### config.mk
export PLATFORM = sky130hd
export DESIGN_NAME = llc_snoop_responder_flat
export DESIGN_NICKNAME = d
export VERILOG_FILES = /design/src/rtl/llc_snoop_responder_if.sv /design/src/rtl/llc_snoop_responder.sv /design/src/flat_wrapper.sv
export SDC_FILE = /design/constraint.sdc
export NUM_CORES = 1
export LEC_CHECK = 0
export ABC_AREA = 1
export ABC_CLOCK_PERIOD_IN_PS = 2400
export BUFFER_PORTS_ARGS = -buffer_cell sky130_fd_sc_hd__buf_2
export CORE_MARGIN = 2
export CORE_UTILIZATION = 23
export DETAILED_ROUTE_END_ITERATION = 8
export PLACE_DENSITY_LB_ADDON = 0.12
export SYNTH_ARGS = -nofsm -noshare
export SYNTH_HDL_FRONTEND = slang
export SYNTH_SLANG_ARGS = --single-unit
### constraint.sdc
create_clock -name clk -period 2.4 [get_ports clk]
set_clock_uncertainty 0.1 [all_clocks]
set_input_delay 0.12 -clock clk [delete_from_list [all_inputs] [get_ports clk]]
set_output_delay 0.12 -clock clk [all_outputs]
set_load 0.05 [all_outputs]
### src/rtl/llc_snoop_responder_if.sv
// Snoop-port, tag-store and L1/writeback channel bundle for the LLC snoop responder.
interface llc_snoop_responder_if #(
    parameter int ADDR_W     = 32,
    parameter int INDEX_BITS = 14,
    parameter int TAG_BITS   = 12,
    parameter int WAYS       = 16
);
    localparam int WAY_W = $clog2(WAYS);

    logic                           snp_valid;
    logic                           snp_ready;
    logic [1:0]                     snp_op;
    logic [ADDR_W-1:0]              snp_addr;
    logic                           tag_rd_en;
    logic [INDEX_BITS-1:0]          tag_rd_idx;
    logic [WAYS*(TAG_BITS+2)-1:0]   tag_rd_set;
    logic                           tag_wr_en;
    logic [INDEX_BITS-1:0]          tag_wr_idx;
    logic [WAY_W-1:0]               tag_wr_way;
    logic [1:0]                     tag_wr_mesi;
    logic                           snp_rsp_valid;
    logic [1:0]                     snp_result;
    logic                           l1_msg_valid;
    logic [1:0]                     l1_msg;
    logic [ADDR_W-1:0]              l1_msg_addr;
    logic                           l1_msg_ack;
    logic                           wb_valid;
    logic [ADDR_W-1:0]              wb_addr;
    logic                           wb_ack;
    logic                           multi_hit_err;

    modport slave (
        input  snp_valid, snp_op, snp_addr, tag_rd_set, l1_msg_ack, wb_ack,
        output snp_ready, tag_rd_en, tag_rd_idx, tag_wr_en, tag_wr_idx, tag_wr_way,
               tag_wr_mesi, snp_rsp_valid, snp_result, l1_msg_valid, l1_msg,
               l1_msg_addr, wb_valid, wb_addr, multi_hit_err
    );

    modport master (
        output snp_valid, snp_op, snp_addr, tag_rd_set, l1_msg_ack, wb_ack,
        input  snp_ready, tag_rd_en, tag_rd_idx, tag_wr_en, tag_wr_idx, tag_wr_way,
               tag_wr_mesi, snp_rsp_valid, snp_result, l1_msg_valid, l1_msg,
               l1_msg_addr, wb_valid, wb_addr, multi_hit_err
    );
endinterface

### src/rtl/llc_snoop_responder.sv
// MESI snoop responder: tag lookup, NOHIT/HIT/HITM response, line downgrade/invalidate,
// L1 GETLINE/INVALIDATELINE messaging and dirty-line writeback. One snoop in flight.
module llc_snoop_responder #(
    parameter int ADDR_W      = 32,
    parameter int OFFSET_BITS = 6,
    parameter int INDEX_BITS  = 14,
    parameter int TAG_BITS    = ADDR_W - INDEX_BITS - OFFSET_BITS,
    parameter int WAYS        = 16
) (
    input logic                 clk,
    input logic                 rst_n,
    llc_snoop_responder_if.slave bus
);
    localparam int WAY_W  = $clog2(WAYS);
    localparam int ENT_W  = TAG_BITS + 2;
    localparam int LINE_W = ADDR_W - OFFSET_BITS;

    localparam logic [1:0] OP_READ = 2'd0, OP_WRITE = 2'd1, OP_INV = 2'd2, OP_RWIM = 2'd3;
    localparam logic [1:0] ST_M = 2'd0, ST_E = 2'd1, ST_S = 2'd2, ST_I = 2'd3;
    localparam logic [1:0] RES_NOHIT = 2'd0, RES_HIT = 2'd1, RES_HITM = 2'd2;
    localparam logic [1:0] MSG_GETLINE = 2'd0, MSG_INVLINE = 2'd2;

    typedef enum logic [2:0] {S_IDLE, S_RD, S_CMP, S_GETL, S_WB, S_INVL, S_RESP} state_t;

    state_t             r_state, w_next;
    logic [1:0]         r_op;
    logic [LINE_W-1:0]  r_line;
    logic [WAY_W-1:0]   r_way;
    logic [1:0]         r_result, r_new;
    logic               r_upd, r_inv;

    logic               w_hit, w_multi, w_getl, w_inv;
    logic [WAY_W-1:0]   w_way;
    logic [1:0]         w_old, w_new, w_res;
    logic [ENT_W-1:0]   w_ent;
    logic [ADDR_W-1:0]  w_line_addr;
    logic               w_unused;

    assign w_unused    = ^bus.snp_addr[OFFSET_BITS-1:0];
    assign w_line_addr = {r_line, {OFFSET_BITS{1'b0}}};

    // Scan high-to-low so the lowest-numbered matching way is the one left selected.
    always_comb begin
        w_hit   = 1'b0;
        w_multi = 1'b0;
        w_way   = '0;
        w_old   = ST_I;
        w_ent   = '0;
        for (int w = WAYS-1; w >= 0; w--) begin
            w_ent = bus.tag_rd_set[ENT_W*w +: ENT_W];
            if (w_ent[1:0] != ST_I && w_ent[ENT_W-1:2] == r_line[LINE_W-1 -: TAG_BITS]) begin
                if (w_hit) w_multi = 1'b1;
                w_hit = 1'b1;
                w_way = WAY_W'(w);
                w_old = w_ent[1:0];
            end
        end
    end

    always_comb begin
        w_res  = RES_NOHIT;
        w_new  = w_old;
        w_getl = 1'b0;
        w_inv  = 1'b0;
        if (w_hit) begin
            case (r_op)
                OP_READ: begin
                    w_res  = (w_old == ST_M) ? RES_HITM : RES_HIT;
                    w_new  = ST_S;
                    w_getl = (w_old == ST_M);
                end
                OP_RWIM: begin
                    w_res  = (w_old == ST_M) ? RES_HITM : RES_HIT;
                    w_new  = ST_I;
                    w_getl = (w_old == ST_M);
                    w_inv  = 1'b1;
                end
                OP_INV: begin
                    if (w_old == ST_S) begin
                        w_res = RES_HIT;
                        w_new = ST_I;
                        w_inv = 1'b1;
                    end
                end
                default: ;
            endcase
        end
    end

    always_ff @(posedge clk or negedge rst_n) begin
        if (!rst_n) begin
            r_state  <= S_IDLE;
            r_op     <= OP_WRITE;
            r_line   <= '0;
            r_way    <= '0;
            r_result <= RES_NOHIT;
            r_new    <= ST_I;
            r_upd    <= 1'b0;
            r_inv    <= 1'b0;
        end else begin
            r_state <= w_next;
            if (r_state == S_IDLE && bus.snp_valid) begin
                r_op   <= bus.snp_op;
                r_line <= bus.snp_addr[ADDR_W-1:OFFSET_BITS];
            end
            if (r_state == S_CMP) begin
                r_way    <= w_way;
                r_result <= w_res;
                r_new    <= w_new;
                r_upd    <= (w_new != w_old);
                r_inv    <= w_inv;
            end
        end
    end

    always_comb begin
        w_next             = r_state;
        bus.snp_ready      = 1'b0;
        bus.tag_rd_en      = 1'b0;
        bus.tag_rd_idx     = '0;
        bus.tag_wr_en      = 1'b0;
        bus.tag_wr_idx     = '0;
        bus.tag_wr_way     = '0;
        bus.tag_wr_mesi    = '0;
        bus.snp_rsp_valid  = 1'b0;
        bus.snp_result     = RES_NOHIT;
        bus.l1_msg_valid   = 1'b0;
        bus.l1_msg         = MSG_GETLINE;
        bus.l1_msg_addr    = '0;
        bus.wb_valid       = 1'b0;
        bus.wb_addr        = '0;
        bus.multi_hit_err  = 1'b0;
        case (r_state)
            S_IDLE: begin
                bus.snp_ready = 1'b1;
                if (bus.snp_valid) w_next = S_RD;
            end
            S_RD: begin
                bus.tag_rd_en  = 1'b1;
                bus.tag_rd_idx = r_line[INDEX_BITS-1:0];
                w_next         = S_CMP;
            end
            S_CMP: begin
                bus.multi_hit_err = w_multi;
                w_next = w_getl ? S_GETL : (w_inv ? S_INVL : S_RESP);
            end
            S_GETL: begin
                bus.l1_msg_valid = 1'b1;
                bus.l1_msg       = MSG_GETLINE;
                bus.l1_msg_addr  = w_line_addr;
                if (bus.l1_msg_ack) w_next = S_WB;
            end
            S_WB: begin
                bus.wb_valid = 1'b1;
                bus.wb_addr  = w_line_addr;
                if (bus.wb_ack) w_next = r_inv ? S_INVL : S_RESP;
            end
            S_INVL: begin
                bus.l1_msg_valid = 1'b1;
                bus.l1_msg       = MSG_INVLINE;
                bus.l1_msg_addr  = w_line_addr;
                if (bus.l1_msg_ack) w_next = S_RESP;
            end
            S_RESP: begin
                bus.snp_rsp_valid = 1'b1;
                bus.snp_result    = r_result;
                if (r_upd) begin
                    bus.tag_wr_en   = 1'b1;
                    bus.tag_wr_idx  = r_line[INDEX_BITS-1:0];
                    bus.tag_wr_way  = r_way;
                    bus.tag_wr_mesi = r_new;
                end
                w_next = S_IDLE;
            end
            default: w_next = S_IDLE;
        endcase
    end
endmodule

### src/flat_wrapper.sv
// flat-port wrapper written by rule: the top's interface ports become plain ports
module llc_snoop_responder_flat 
#(
    parameter int ADDR_W      = 32,
    parameter int OFFSET_BITS = 6,
    parameter int INDEX_BITS  = 14,
    parameter int TAG_BITS    = ADDR_W - INDEX_BITS - OFFSET_BITS,
    parameter int WAYS        = 16
)
  (clk, rst_n, bus_snp_valid, bus_snp_op, bus_snp_addr, bus_tag_rd_set, bus_l1_msg_ack, bus_wb_ack, bus_snp_ready, bus_tag_rd_en, bus_tag_rd_idx, bus_tag_wr_en, bus_tag_wr_idx, bus_tag_wr_way, bus_tag_wr_mesi, bus_snp_rsp_valid, bus_snp_result, bus_l1_msg_valid, bus_l1_msg, bus_l1_msg_addr, bus_wb_valid, bus_wb_addr, bus_multi_hit_err);
  llc_snoop_responder_if #(.ADDR_W(ADDR_W), .INDEX_BITS(INDEX_BITS), .TAG_BITS(TAG_BITS), .WAYS(WAYS)) bus_i ();
  input logic clk;
  input logic rst_n;
  input wire logic [$bits(bus_i.snp_valid)-1:0] bus_snp_valid;
  input wire logic [$bits(bus_i.snp_op)-1:0] bus_snp_op;
  input wire logic [$bits(bus_i.snp_addr)-1:0] bus_snp_addr;
  input wire logic [$bits(bus_i.tag_rd_set)-1:0] bus_tag_rd_set;
  input wire logic [$bits(bus_i.l1_msg_ack)-1:0] bus_l1_msg_ack;
  input wire logic [$bits(bus_i.wb_ack)-1:0] bus_wb_ack;
  output wire logic [$bits(bus_i.snp_ready)-1:0] bus_snp_ready;
  output wire logic [$bits(bus_i.tag_rd_en)-1:0] bus_tag_rd_en;
  output wire logic [$bits(bus_i.tag_rd_idx)-1:0] bus_tag_rd_idx;
  output wire logic [$bits(bus_i.tag_wr_en)-1:0] bus_tag_wr_en;
  output wire logic [$bits(bus_i.tag_wr_idx)-1:0] bus_tag_wr_idx;
  output wire logic [$bits(bus_i.tag_wr_way)-1:0] bus_tag_wr_way;
  output wire logic [$bits(bus_i.tag_wr_mesi)-1:0] bus_tag_wr_mesi;
  output wire logic [$bits(bus_i.snp_rsp_valid)-1:0] bus_snp_rsp_valid;
  output wire logic [$bits(bus_i.snp_result)-1:0] bus_snp_result;
  output wire logic [$bits(bus_i.l1_msg_valid)-1:0] bus_l1_msg_valid;
  output wire logic [$bits(bus_i.l1_msg)-1:0] bus_l1_msg;
  output wire logic [$bits(bus_i.l1_msg_addr)-1:0] bus_l1_msg_addr;
  output wire logic [$bits(bus_i.wb_valid)-1:0] bus_wb_valid;
  output wire logic [$bits(bus_i.wb_addr)-1:0] bus_wb_addr;
  output wire logic [$bits(bus_i.multi_hit_err)-1:0] bus_multi_hit_err;
  assign bus_i.snp_valid = bus_snp_valid;
  assign bus_i.snp_op = bus_snp_op;
  assign bus_i.snp_addr = bus_snp_addr;
  assign bus_i.tag_rd_set = bus_tag_rd_set;
  assign bus_i.l1_msg_ack = bus_l1_msg_ack;
  assign bus_i.wb_ack = bus_wb_ack;
  assign bus_snp_ready = bus_i.snp_ready;
  assign bus_tag_rd_en = bus_i.tag_rd_en;
  assign bus_tag_rd_idx = bus_i.tag_rd_idx;
  assign bus_tag_wr_en = bus_i.tag_wr_en;
  assign bus_tag_wr_idx = bus_i.tag_wr_idx;
  assign bus_tag_wr_way = bus_i.tag_wr_way;
  assign bus_tag_wr_mesi = bus_i.tag_wr_mesi;
  assign bus_snp_rsp_valid = bus_i.snp_rsp_valid;
  assign bus_snp_result = bus_i.snp_result;
  assign bus_l1_msg_valid = bus_i.l1_msg_valid;
  assign bus_l1_msg = bus_i.l1_msg;
  assign bus_l1_msg_addr = bus_i.l1_msg_addr;
  assign bus_wb_valid = bus_i.wb_valid;
  assign bus_wb_addr = bus_i.wb_addr;
  assign bus_multi_hit_err = bus_i.multi_hit_err;
  llc_snoop_responder #(.ADDR_W(ADDR_W), .OFFSET_BITS(OFFSET_BITS), .INDEX_BITS(INDEX_BITS), .TAG_BITS(TAG_BITS), .WAYS(WAYS)) u_core (.clk(clk), .rst_n(rst_n), .bus(bus_i));
endmodule
==> results of run 1 <==
-- per-layer routing --
layer  GRT usage, %  part of all wire [%]  vias to the layer above
met5              0                     0                        -
met4           6.37                   2.4                        0
met3           3.29                   5.7                       32
met2           42.3                    50                      308
met1           28.5                    42                     3772
li1               -                     -                     4141
-- worst register-to-register path, stage by stage, from the launching register on --
cell and delay [ns]:
dfrtp_2 0.48, clkinv_4 0.16, buf_12 0.16, nand2_1 0.04, nand4_1 0.11, nor3_2 0.22
nand2_2 0.15, buf_4 0.17, nand3_1 0.07, nor2_1 0.04, nand2_1 0.06, nand2_2 0.06
nand2_1 0.06, nand2_1 0.05, nand2_1 0.05, nand2_1 0.06, nand2_1 0.06, nand2_1 0.06
nand2_2 0.07, nand2_2 0.07, a21oi_4 0.14, buf_4 0.12, nand2_1 0.04, nand3_1 0.07
o21ai_1 0.06, nand3b_1 0.14
-- logic make-up (layout without fill, tap and decap cells) --
family	after synthesis	in the layout
adders and majority gates	4	4
other	1	15
AOI/OAI and AO/OA	153	153
buffers and inverters	172	661
and+or+nand+nor	543	543
DFF	41	41
xor gates and xnor gates	81	81
-- metrics by stage --
| step | cell area [sq um] | setup TNS (ns) | setup WS (ns) | hold WS [ns] | utilization (%) |
|---|---|---|---|---|---|
| after CTS | 9830 | -5.91 | -0.726 | 0.000745 | 37.9 |
| after detailed placement | 9040 | -5.94 | -0.713 | 0.174 | 34.9 |
| final | 10200 | -5.70 | -0.723 | -0.00422 | 39.4 |
| after floorplan | 6220 | -7.37 | -0.168 | -0.276 | - |
| after global placement | 9040 | -6.00 | -0.758 | 0.170 | 34.9 |
| after global routing | 10200 | -8.55 | -0.876 | 0.0184 | 39.4 |
-- timing repair --
item,CTS,global route
resized for setup,68,60
hold buffers,20,0
setup endpoints to repair,14,18
buffers inserted,29,20
endpoints found under the hold margin,48,0
pin swaps,34,54
-- state kept, by name, indices dropped and copies added, names as in the netlist --
| register | flops |
|---|---|
| u_core.r_inv | 1 |
| u_core.r_line | 26 |
| u_core.r_new | 2 |
| u_core.r_op | 2 |
| u_core.r_result | 2 |
| u_core.r_state | 3 |
| u_core.r_upd | 1 |
| u_core.r_way | 4 |
-- final cells by class --
type                       instances  share of cell area, %
timing repair buffer             541                   34.5
antenna                            2                 0.0490
sequential                        41                   10.2
clock buffer                       6                   1.26
tap                              335                   4.11
inverter                         112                   4.58
clock inverter                     2                  0.147
multi-input combinational        794                   45.1
-- final timing paths --
check | endpoint | depth (start not counted)
max | bus_multi_hit_err | 17
min | u_core.r_line[18] | 3
max reg2reg | u_core.r_upd | 25
min reg2reg | u_core.r_new[1] | 2
max in group asynchronous | u_core.r_line[22] | 3
min in group asynchronous | u_core.r_state[1] | 2
-- placed cells by master (no fill, tap or decap), types with 7 or more instances in the layout --
master and count:
nand4_1 11, o22ai_1 13, buf_12 18, nor3_1 9, buf_4 135, nand2_1 213, buf_2 351, conb_1 13
buf_6 16, nor2_2 59, dlygate4sd3_1 20, inv_2 9, o21ai_0 25, nor2_4 8, o21ai_1 21, a21oi_1 42
inv_1 91, xnor2_1 44, xor2_1 31, dfrtp_1 31, dfrtp_2 7, nor2_1 151, nand3_2 11, nand3_1 22
nand2_2 31
-- power groups by stage --
stage | Clock [mW] | Sequential [mW] | Combinational (mW)
6_report | 0.702 | 1.24 | 8.61
5_1_grt | 0.738 | 1.28 | 9.23
4_1_cts | 0.720 | 1.23 | 8.39
3_5_place_dp | 0 | 1.23 | 7.98
3_3_place_gp | 0 | 1.22 | 8.00
2_1_floorplan | 0 | 1.08 | 5.28
==> out/qor.txt, run 1 <==
fraction of layout cells with a size suffix above 1 - 48.3%
status - finished with violations
fin crit period - 3.12 ns
dominant cell type by area after synthesis - dfrtp_1
Post-synth EDFFs - 0
synth warn - 0
# fillers - 2,845
Hold Slack - -0.00422 ns
clk root buf - clkbuf_16
Synth area leaders - dfrtp_1, nand2_1, nor2_1, xnor2_1, inv_1
part of the power in the clock network - 6.6%
die area - 27,600 sq um
Post-Syn Area - 6050 sq um
CP max stage delay - 0.48 ns
core area - 25,900 sq um
Layout Cells excl Fill - 1,833
setup slack after layout - -0.723 ns
sequential area share after synthesis - 17.0%
WP data arrival - 2.90 ns
Flop pwr share - 11.8%
vias in the first global route - 8,180
Top Ports - 372
final wirelength - 33,400 um
Yosys top cell area share - 15.7%
Most common cell on crit path - nor2_4
Crit Path Max Fanout - 8
Sw Ratio - 57.2%
Comb power frac - 81.6%
Net Switching - 6.04 mW
RSZ-0062 raised after global routing - true
vias per cell - 4.50
Simple-Gate Fraction of Synth Area - 38.9%
P_int - 4.51 mW
reg-to-reg slack, setup - -0.59 ns
Die Y - 166 um
area of the multi-input gates - 4610 sq um
Final #Nets - 1,762
GP Congestion - 0.897
final hold vios - 2
Hold WC Path Type - input pin to register
kind of critical path - register to primary output
WP buf/inv - 2
total power - 10.6 mW
Yosys cell types - 61
Clock Path Buffers - 2
most frequent cell after synthesis - nand2_1
Setup crit end kind - primary output
initial antenna violation count - 2
Period Utilization, post-route - 130%
RR Startpoint - u_core.r_line[23]
Initial Util - 23.4%
clock sink count - 41
adder-cell share of the synthesized area - 0.827%
CTS Buf Count - 5
routed length per instance - 18.2 um
fin. max-slew vios - 0
Least-Margin Pin Slew - 0.825 ns
Post-Synthesis Cells - 995
Yosys reg bits - 41
ys async rst share - 100%
Synth Area in XOR/XNOR - 11.7%
GRT Total Usage - 23.2%
Skew-Pair Late Insertion Delay - 0.30 ns
largest net degree at the start of global routing - 57
die width - 166 um
via count - 8,253
crit path cell chain - clkinv_4 > or2_1 > nand4_1 > nor3_2 > nand2_2 > nand2_4 > nor2_4 > nand2_2 > nor2_4 > nand2_1 > nand3_2 > a21oi_2 > a31oi_2 > o2111ai_2 > nor2_2 > nor2_4 > buf_6
area grow syn2layout - 68.7%
slowest cell on the critical path - dfrtp_2
mux cell area share after synthesis - 0%
cell family with most CP delay - simple AND/OR/NAND/NOR gates
first-pass GRT wire length - 48,900 um
f_max - 0.320 GHz
largest family of logic cells by synthesized area - simple AND/OR/NAND/NOR gates
post-DP HPWL - 28,000 um
Leak - 5.51 nW
main flop type after synthesis - dfrtp_1
Worst slew margin - 45.0%
Hold Startpoint - bus_snp_addr[24]
H-tree levels - 2
Register Area - 1040 sq um
Mapped Avg Cell Area - 6.08 sq um
DP Cell Count - 1,759
FP Rows - 59
Power Dens Cells - 1030 nW/um^2
Max-cap violations - 0
complex-gate fraction of the synthesized area - 15.9%
CTS tree - yes
Max VDD drop - 0.000660 V
CTS clk-pin slew, worst paths - 0.07 ns
Commonest cells post-synth - nand2_1, nor2_1, inv_1
CP Data Required Time - 2.18 ns
port bufs - 352
initial DRC count - 403
Final setup viols - 11
First-pass DRT Iterations - 5
Setup crit start kind - register
total grt overflow - 0
Worst setup startpoint - u_core.r_line[23]
failing checks - negative hold slack, negative setup slack
Antenna Nets Post-Route - 0
DRC Markers - 0
No activity file was read; power rests on OpenSTA's default activity.
==> inputs of run 2 (changes only) <==
- BUFFER_PORTS_ARGS: -buffer_cell sky130_fd_sc_hd__buf_2 -> not set
- DONT_BUFFER_PORTS: not set -> 1
- SLEW_MARGIN: not set -> 20
==> run 2 against run 1 <==
Against the previous run: the run ends with negative setup slack left; register-to-register slack improved by 0.04 ns; global-route usage decreased by 0.21 points; critical path depth decreased by 4; sequential power about the same; worst setup slack improved by 0.11 ns; worst hold slack improved by 0.0093 ns; clock power increased by 0.9%; maximum frequency increased by 3.7%.
==> out/qor.txt, run 2 (synthesized netlist as in run 1, its figures left out) <==
status - finished with violations
failing checks - negative setup slack
fin crit period - 3.01 ns (-0.111 ns)
most frequent cells in the layout - buf_4, nand2_1, nor2_1, inv_1, nor2_2
die width - 166 um (unchanged)
routed length per instance - 20.8 um (+14%)
RR Endpoint - u_core.r_upd
Skew-Pair Late Insertion Delay - 0.30 ns (about the same)
Top Ports - 372 (unchanged)
WP data arrival - 2.79 ns (-0.11 ns)
most flop-heavy register - u_core.r_line
Setup crit start kind - register
clock sink count - 41 (unchanged)
clk root buf - clkbuf_16
Max-cap violations - 0 (unchanged)
cell family with most CP delay - simple AND/OR/NAND/NOR gates
Die Y - 166 um (unchanged)
slowest cell on the critical path - dfrtp_1
via count - 7,344 (-11%)
vias per cell - 4.65 (+3.3%)
Util after Layout - 35.4% (-4.0 points)
final hold vios - 0 (-2)
Clock Path Buffers - 2 (unchanged)
initial antenna violation count - 0 (-2)
CP max stage delay - 0.40 ns (-0.08 ns)
hold depth - 3 (unchanged)
Hold Startpoint - bus_wb_ack
largest net degree at the start of global routing - 57 (unchanged)
FP Rows - 59 (unchanged)
fin. max-slew vios - 0 (unchanged)
total grt overflow - 0 (unchanged)
area grow syn2layout - 51.6%
top flop regs - u_core.r_line: 26 flops, u_core.r_way: 4 flops, u_core.r_state: 3 flops
Most common cell on crit path - buf_4
most common cell after layout, fill and taps aside - buf_4
H-tree levels - 2 (unchanged)
initial DRC count - 349 (-13%)
Setup crit end kind - primary output
GRT Total Usage - 23.0% (-0.21 points)
RSZ-0062 raised after global routing - true
Power Dens Cells - 1140 nW/um^2 (+11%)
Leak - 4.54 nW (-18%)
CTS tree - yes
WHS Endpoint - u_core.r_state[2]
post-DP HPWL - 27,700 um (-0.96%)
Antenna Nets Post-Route - 0 (unchanged)
fraction of layout cells with a size suffix above 1 - 36.7% (-12 points)
CTS Buf Count - 5 (unchanged)
kind of critical path - register to primary output
Hold WC Path Type - input pin to register
First-pass DRT Iterations - 4 (-1)
Final #Nets - 1,510 (-14%)
crit path cell chain - clkinv_4 > buf_12 > buf_4 > a22o_1 > nor4_1 > nand3_1 > buf_4 > buf_4 > nand3_2 > a31oi_2 > o2111ai_2 > nor2_2 > nor2_4
Final setup viols - 12 (+1)
WP buf/inv - 5 (+3)
vias in the first global route - 7,532 (-7.9%)
CP Data Required Time - 2.18 ns (about the same)
Max VDD drop - 0.000633 V (-4.1%)
max reg flops - 26 (unchanged)
Initial Util - 23.4% (unchanged)
GP Congestion - 0.890 (-0.82%)
Least-Margin Pin Slew - 0.547 ns (-0.278 ns)
final wirelength - 32,900 um (-1.7%)
Worst Reg-to-Reg Cells - 24 (-4.0%)
CTS clk-pin slew, worst paths - 0.07 ns (about the same)
Hold Slack - 0.00507 ns (+0.00929 ns)
port bufs - 0 (-100%)
reg-to-reg slack, setup - -0.55 ns (+0.04 ns)
Worst slew margin - 63.5% (+19 points)
# diodes - 0 (-2)
setup slack after layout - -0.612 ns (+0.111 ns)
core area - 25,900 sq um (unchanged)
RR Startpoint - u_core.r_line[14]
Period Utilization, post-route - 126% (-4.6 points)
f_max - 0.332 GHz (+3.7%)
Crit Path Max Fanout - 10 (+2)
# fillers - 2,876 (+1.1%)
die area - 27,600 sq um (unchanged)
DRC Markers - 0 (unchanged)
first-pass GRT wire length - 47,900 um (-2.1%)
## run 2: cell count changes in the layout (fill, tap and decap cells not counted), sizes merged
cell	before	now
clkbuf	6	5
dlygate4sd3	20	30
clkinvlp	2	1
inv	108	110
diode	2	0
buf	521	259
## run 2: final cells by class
class | count | area (sq um) | area share [%]
Inverter | 112 | 468 | 5.10
Clock inverter | 3 | 17.5 | 0.191
Clock buffer | 5 | 125 | 1.36
Multi-Input combinational cell | 794 | 4620 | 50.4
Sequential cell | 41 | 1040 | 11.3
Timing Repair Buffer | 289 | 2480 | 27.1
Tap cell | 335 | 419 | 4.57
## run 2: how the worst max path moves through the flow
stage                       from            endpoint  depth (start not counted)
2_1_floorplan  u_core.r_state[1]  bus_tag_rd_idx[10]                          6
3_3_place_gp   u_core.r_line[19]   u_core.r_state[2]                         19
3_5_place_dp   u_core.r_line[19]   u_core.r_state[2]                         19
4_1_cts        u_core.r_line[25]   bus_multi_hit_err                         18
5_1_grt        u_core.r_line[22]   u_core.r_state[1]                         27
6_report       u_core.r_line[14]   bus_multi_hit_err                         13
## run 2: metal layers
layer,vias up,track usage [%],routed length [um]
met2,287,41.8,16400
li1,3627,-,-
met4,0,4.61,488
met3,23,5.43,2480
met1,3407,27.7,13500
met5,-,0,0
## run 2: tightest hold or removal path: stages
cell and delay (ns):
o221ai_1 0.12, nand2_1 0.08, nand2_1 0.05
## run 2: through the flow
| step | power (mW) | instance area (sq um) | worst slack, ns | std cells | setup TNS [ns] |
|---|---|---|---|---|---|
| floorplan | 6.36 | 6220 | -0.168 | 1007 | -7.37 |
| global placement | 9.18 | 7950 | -0.859 | 1508 | -9.10 |
| detailed placement | 9.17 | 7950 | -0.851 | 1508 | -9.00 |
| CTS | 10.4 | 8890 | -0.717 | 1571 | -6.09 |
| global route | 11.2 | 9170 | -0.840 | 1579 | -7.87 |
| finish | 10.5 | 9170 | -0.612 | 1579 | -4.77 |
## run 2: what timing repair did
item	4_1_cts	5_1_grt
gates cloned	0	0
buffers inserted	25	10
pin swaps	34	54
setup endpoints to repair	14	14
resized for setup	77	56
hold buffers	31	0
hold endpoints to repair	71	0
## run 2: power breakdown
part | leakage, nW | internal, mW | total, mW | switching (mW)
clock network | 0.0696 | 0.383 | 0.708 | 0.325
registers | 0.466 | 0.990 | 1.23 | 0.241
logic | 4.01 | 3.18 | 8.56 | 5.38
==> inputs of run 3 (changes only) <==
- ABC_CLOCK_PERIOD_IN_PS: 2400 -> 3040
- clock period: 2.4 -> 3.04 ns (I/O delays scaled with it)
==> run 3 against run 2 <==
Against the previous run: the run still ends with negative setup slack left; worst hold slack better by 0.040 ns; power fell by 25%; worst setup slack improved by 0.40 ns; register-to-register slack gained 0.62 ns; largest cell class unchanged.
==> out/qor.txt, run 3 (synthesized netlist as in run 1, its figures left out) <==
P_int - 3.36 mW (-26%)
# fillers - 2,955 (+2.7%)
die area - 27,600 sq um (unchanged)
Flop pwr share - 12.6% (+0.9 points)
most flop-heavy register - u_core.r_line
M1 wire length - 12,800 um (-5.3%)
GRT Total Usage - 22.2% (-0.78 points)
met2 WL post-DR - 15,800 um (-3.4%)
Clock Path Buffers - 2 (unchanged)
fraction of layout cells with a size suffix above 1 - 26.8% (-9.9 points)
via count - 7,164 (-2.5%)
Top Ports - 372 (unchanged)
Worst slew margin - 39.3% (-24 points)
vias in the first global route - 7,031 (-6.7%)
Hold Slack - 0.0449 ns (+0.0398 ns)
DR top layer - met4
Hold WC Path Type - input pin to register
Initial Util - 23.4% (unchanged)
RSZ-0062 raised after global routing - true
Comb power frac - 79.3% (-2.2 points)
met3 WL post-DR - 2870 um (+16%)
Max-cap violations - 0 (unchanged)
Net Switching - 4.53 mW (-24%)
f_max - 0.307 GHz
part of the power in the clock network - 8.1% (+1.4 points)
H-tree levels - 2 (unchanged)
DRC Markers - 0 (unchanged)
first-pass GRT wire length - 45,500 um (-4.9%)
Sw Ratio - 57.4% (+0.73 points)
fin crit period - 3.25 ns
final hold vios - 0 (unchanged)
most common cell after layout, fill and taps aside - nand2_1
largest net degree at the start of global routing - 57 (unchanged)
Power Dens Cells - 941 nW/um^2 (-18%)
slowest cell on the critical path - dfrtp_2
initial DRC count - 342 (-2.0%)
Least-Margin Pin Slew - 0.908 ns (+0.361 ns)
core area - 25,900 sq um (unchanged)
Setup crit end kind - primary output
routed length per instance - 21.5 um (+3.5%)
Most common cell on crit path - nor2_4
Leak - 4.17 nW (-8.3%)
vias per cell - 4.74 (+1.9%)
Die Y - 166 um (unchanged)
status - finished with violations
Antenna Nets Post-Route - 0 (unchanged)
initial antenna violation count - 0 (unchanged)
CTS Buf Count - 5 (unchanged)
Final #Nets - 1,443 (-4.4%)
die width - 166 um (unchanged)
GP Congestion - 0.858 (-3.6%)
First-pass DRT Iterations - 5 (+1)
failing checks - negative setup slack
post-DP HPWL - 26,500 um (-4.2%)
CP max stage delay - 0.50 ns (+0.10 ns)
Crit Path Max Fanout - 5 (-5)
final wirelength - 32,500 um (-0.93%)
clock sink count - 41 (unchanged)
Period Utilization, post-route - 107%
Setup crit start kind - register
port bufs - 0 (unchanged)
# diodes - 0 (unchanged)
crit path cell chain - buf_12 > buf_6 > xnor2_2 > nand3_2 > nor2_4 > inv_2 > nand2_2 > nor2_2 > inv_2 > nor2_4 > nand2_2 > nor2_4 > inv_1 > nor2_2 > a21oi_1 > a31oi_1 > o2111ai_2 > nor2_1 > nor2_1 > buf_6
clk root buf - clkbuf_16
total grt overflow - 0 (unchanged)
CP Data Required Time - 2.79 ns (+0.61 ns)
max reg flops - 26 (unchanged)
most frequent cells in the layout - nand2_1, nor2_1, buf_4, inv_1, xnor2_1
Max VDD drop - 0.000561 V (-11%)
CTS tree - yes
kind of critical path - register to primary output
CTS clk-pin slew, worst paths - 0.07 ns (about the same)
FP Rows - 59 (unchanged)
top flop regs - u_core.r_line: 26 flops, u_core.r_way: 4 flops, u_core.r_state: 3 flops
Final setup viols - 1 (-11)
area grow syn2layout - 38.6%
WP data arrival - 3.00 ns (+0.21 ns)
Skew-Pair Late Insertion Delay - 0.30 ns (about the same)
setup slack after layout - -0.214 ns (+0.398 ns)
fin. max-slew vios - 0 (unchanged)
setup TNS - -0.214 ns (+4.56 ns)
## run 3: changes by cell type in the layout (fill, tap and decap cells not counted), sizes merged
| cell | delta |
|---|---|
| buf | -68 |
| inv | -4 |
| clkbuf | +2 |
| clkinv | +2 |
| bufinv | +1 |
## run 3: critical path: cells and delay by family (launching register included)
kind / cells / cell delay, ns
flops: 1 / 0.50
xor+xnor: 1 / 0.12
compound gates: 3 / 0.41
buf+inv: 6 / 0.67
simple gates: 10 / 0.96
## run 3: per-layer routing
| layer | vias up | global-route usage [%] |
|---|---|---|
| met5 | - | 0 |
| met4 | 0 | 7.61 |
| met3 | 42 | 6.41 |
| met2 | 337 | 39.3 |
| met1 | 3290 | 25.7 |
| li1 | 3495 | - |
## run 3: worst paths after layout
check                           slack, ns                  to  depth (start not counted)              start
worst max-delay path                -0.21   bus_multi_hit_err                         20  u_core.r_line[23]
worst min-delay path                 0.04   u_core.r_state[2]                          3         bus_wb_ack
worst max register to register       0.07   u_core.r_state[0]                         20  u_core.r_line[20]
worst min register to register       0.37     u_core.r_new[1]                          2    u_core.r_new[1]
max in group asynchronous            2.28      u_core.r_op[0]                          2              rst_n
min in group asynchronous            0.30  u_core.r_result[1]                          2              rst_n
## run 3: layout make-up
| type | count | area (sq um) | area share, % |
|---|---|---|---|
| repair buffers | 222 | 1970 | 23.5 |
| well taps | 335 | 419 | 5.00 |
| flip-flops and latches | 41 | 1040 | 12.4 |
| multi-input cells | 794 | 4320 | 51.5 |
| inverters | 112 | 474 | 5.65 |
| clock inverters | 2 | 35.0 | 0.418 |
| clock buffers | 6 | 129 | 1.54 |
## run 3: timing repair
item | 4_1_cts | 5_1_grt
setup endpoints to repair | 7 | 10
hold endpoints to repair | 71 | 0
buffers inserted | 12 | 19
cloned | 0 | 1
pin swaps | 4 | 20
hold buffers | 31 | 0
resized for setup | 21 | 49
## run 3: per-stage QoR
step / power (mW) / utilization [%] / cells / setup WS, ns / area, sq um
finish: 7.89 / 32.4 / 1512 / -0.214 / 8390
global route: 8.46 / 32.4 / 1512 / -0.385 / 8390
CTS: 7.73 / 30.9 / 1492 / -0.194 / 8020
detailed placement: 6.86 / 28.4 / 1441 / -0.125 / 7350
global placement: 6.85 / 28.4 / 1441 / -0.0860 / 7350
floorplan: 4.90 / - / 1007 / 0.116 / 6100
## run 3: power by group through the flow
stage          Combinational [mW]  Clock, mW  Sequential (mW)
2_1_floorplan                4.05          0            0.854
3_3_place_gp                 5.86          0            0.997
3_5_place_dp                 5.86          0            0.999
4_1_cts                      6.09      0.654            0.990
5_1_grt                      6.76      0.676             1.03
6_report                     6.26      0.637            0.993
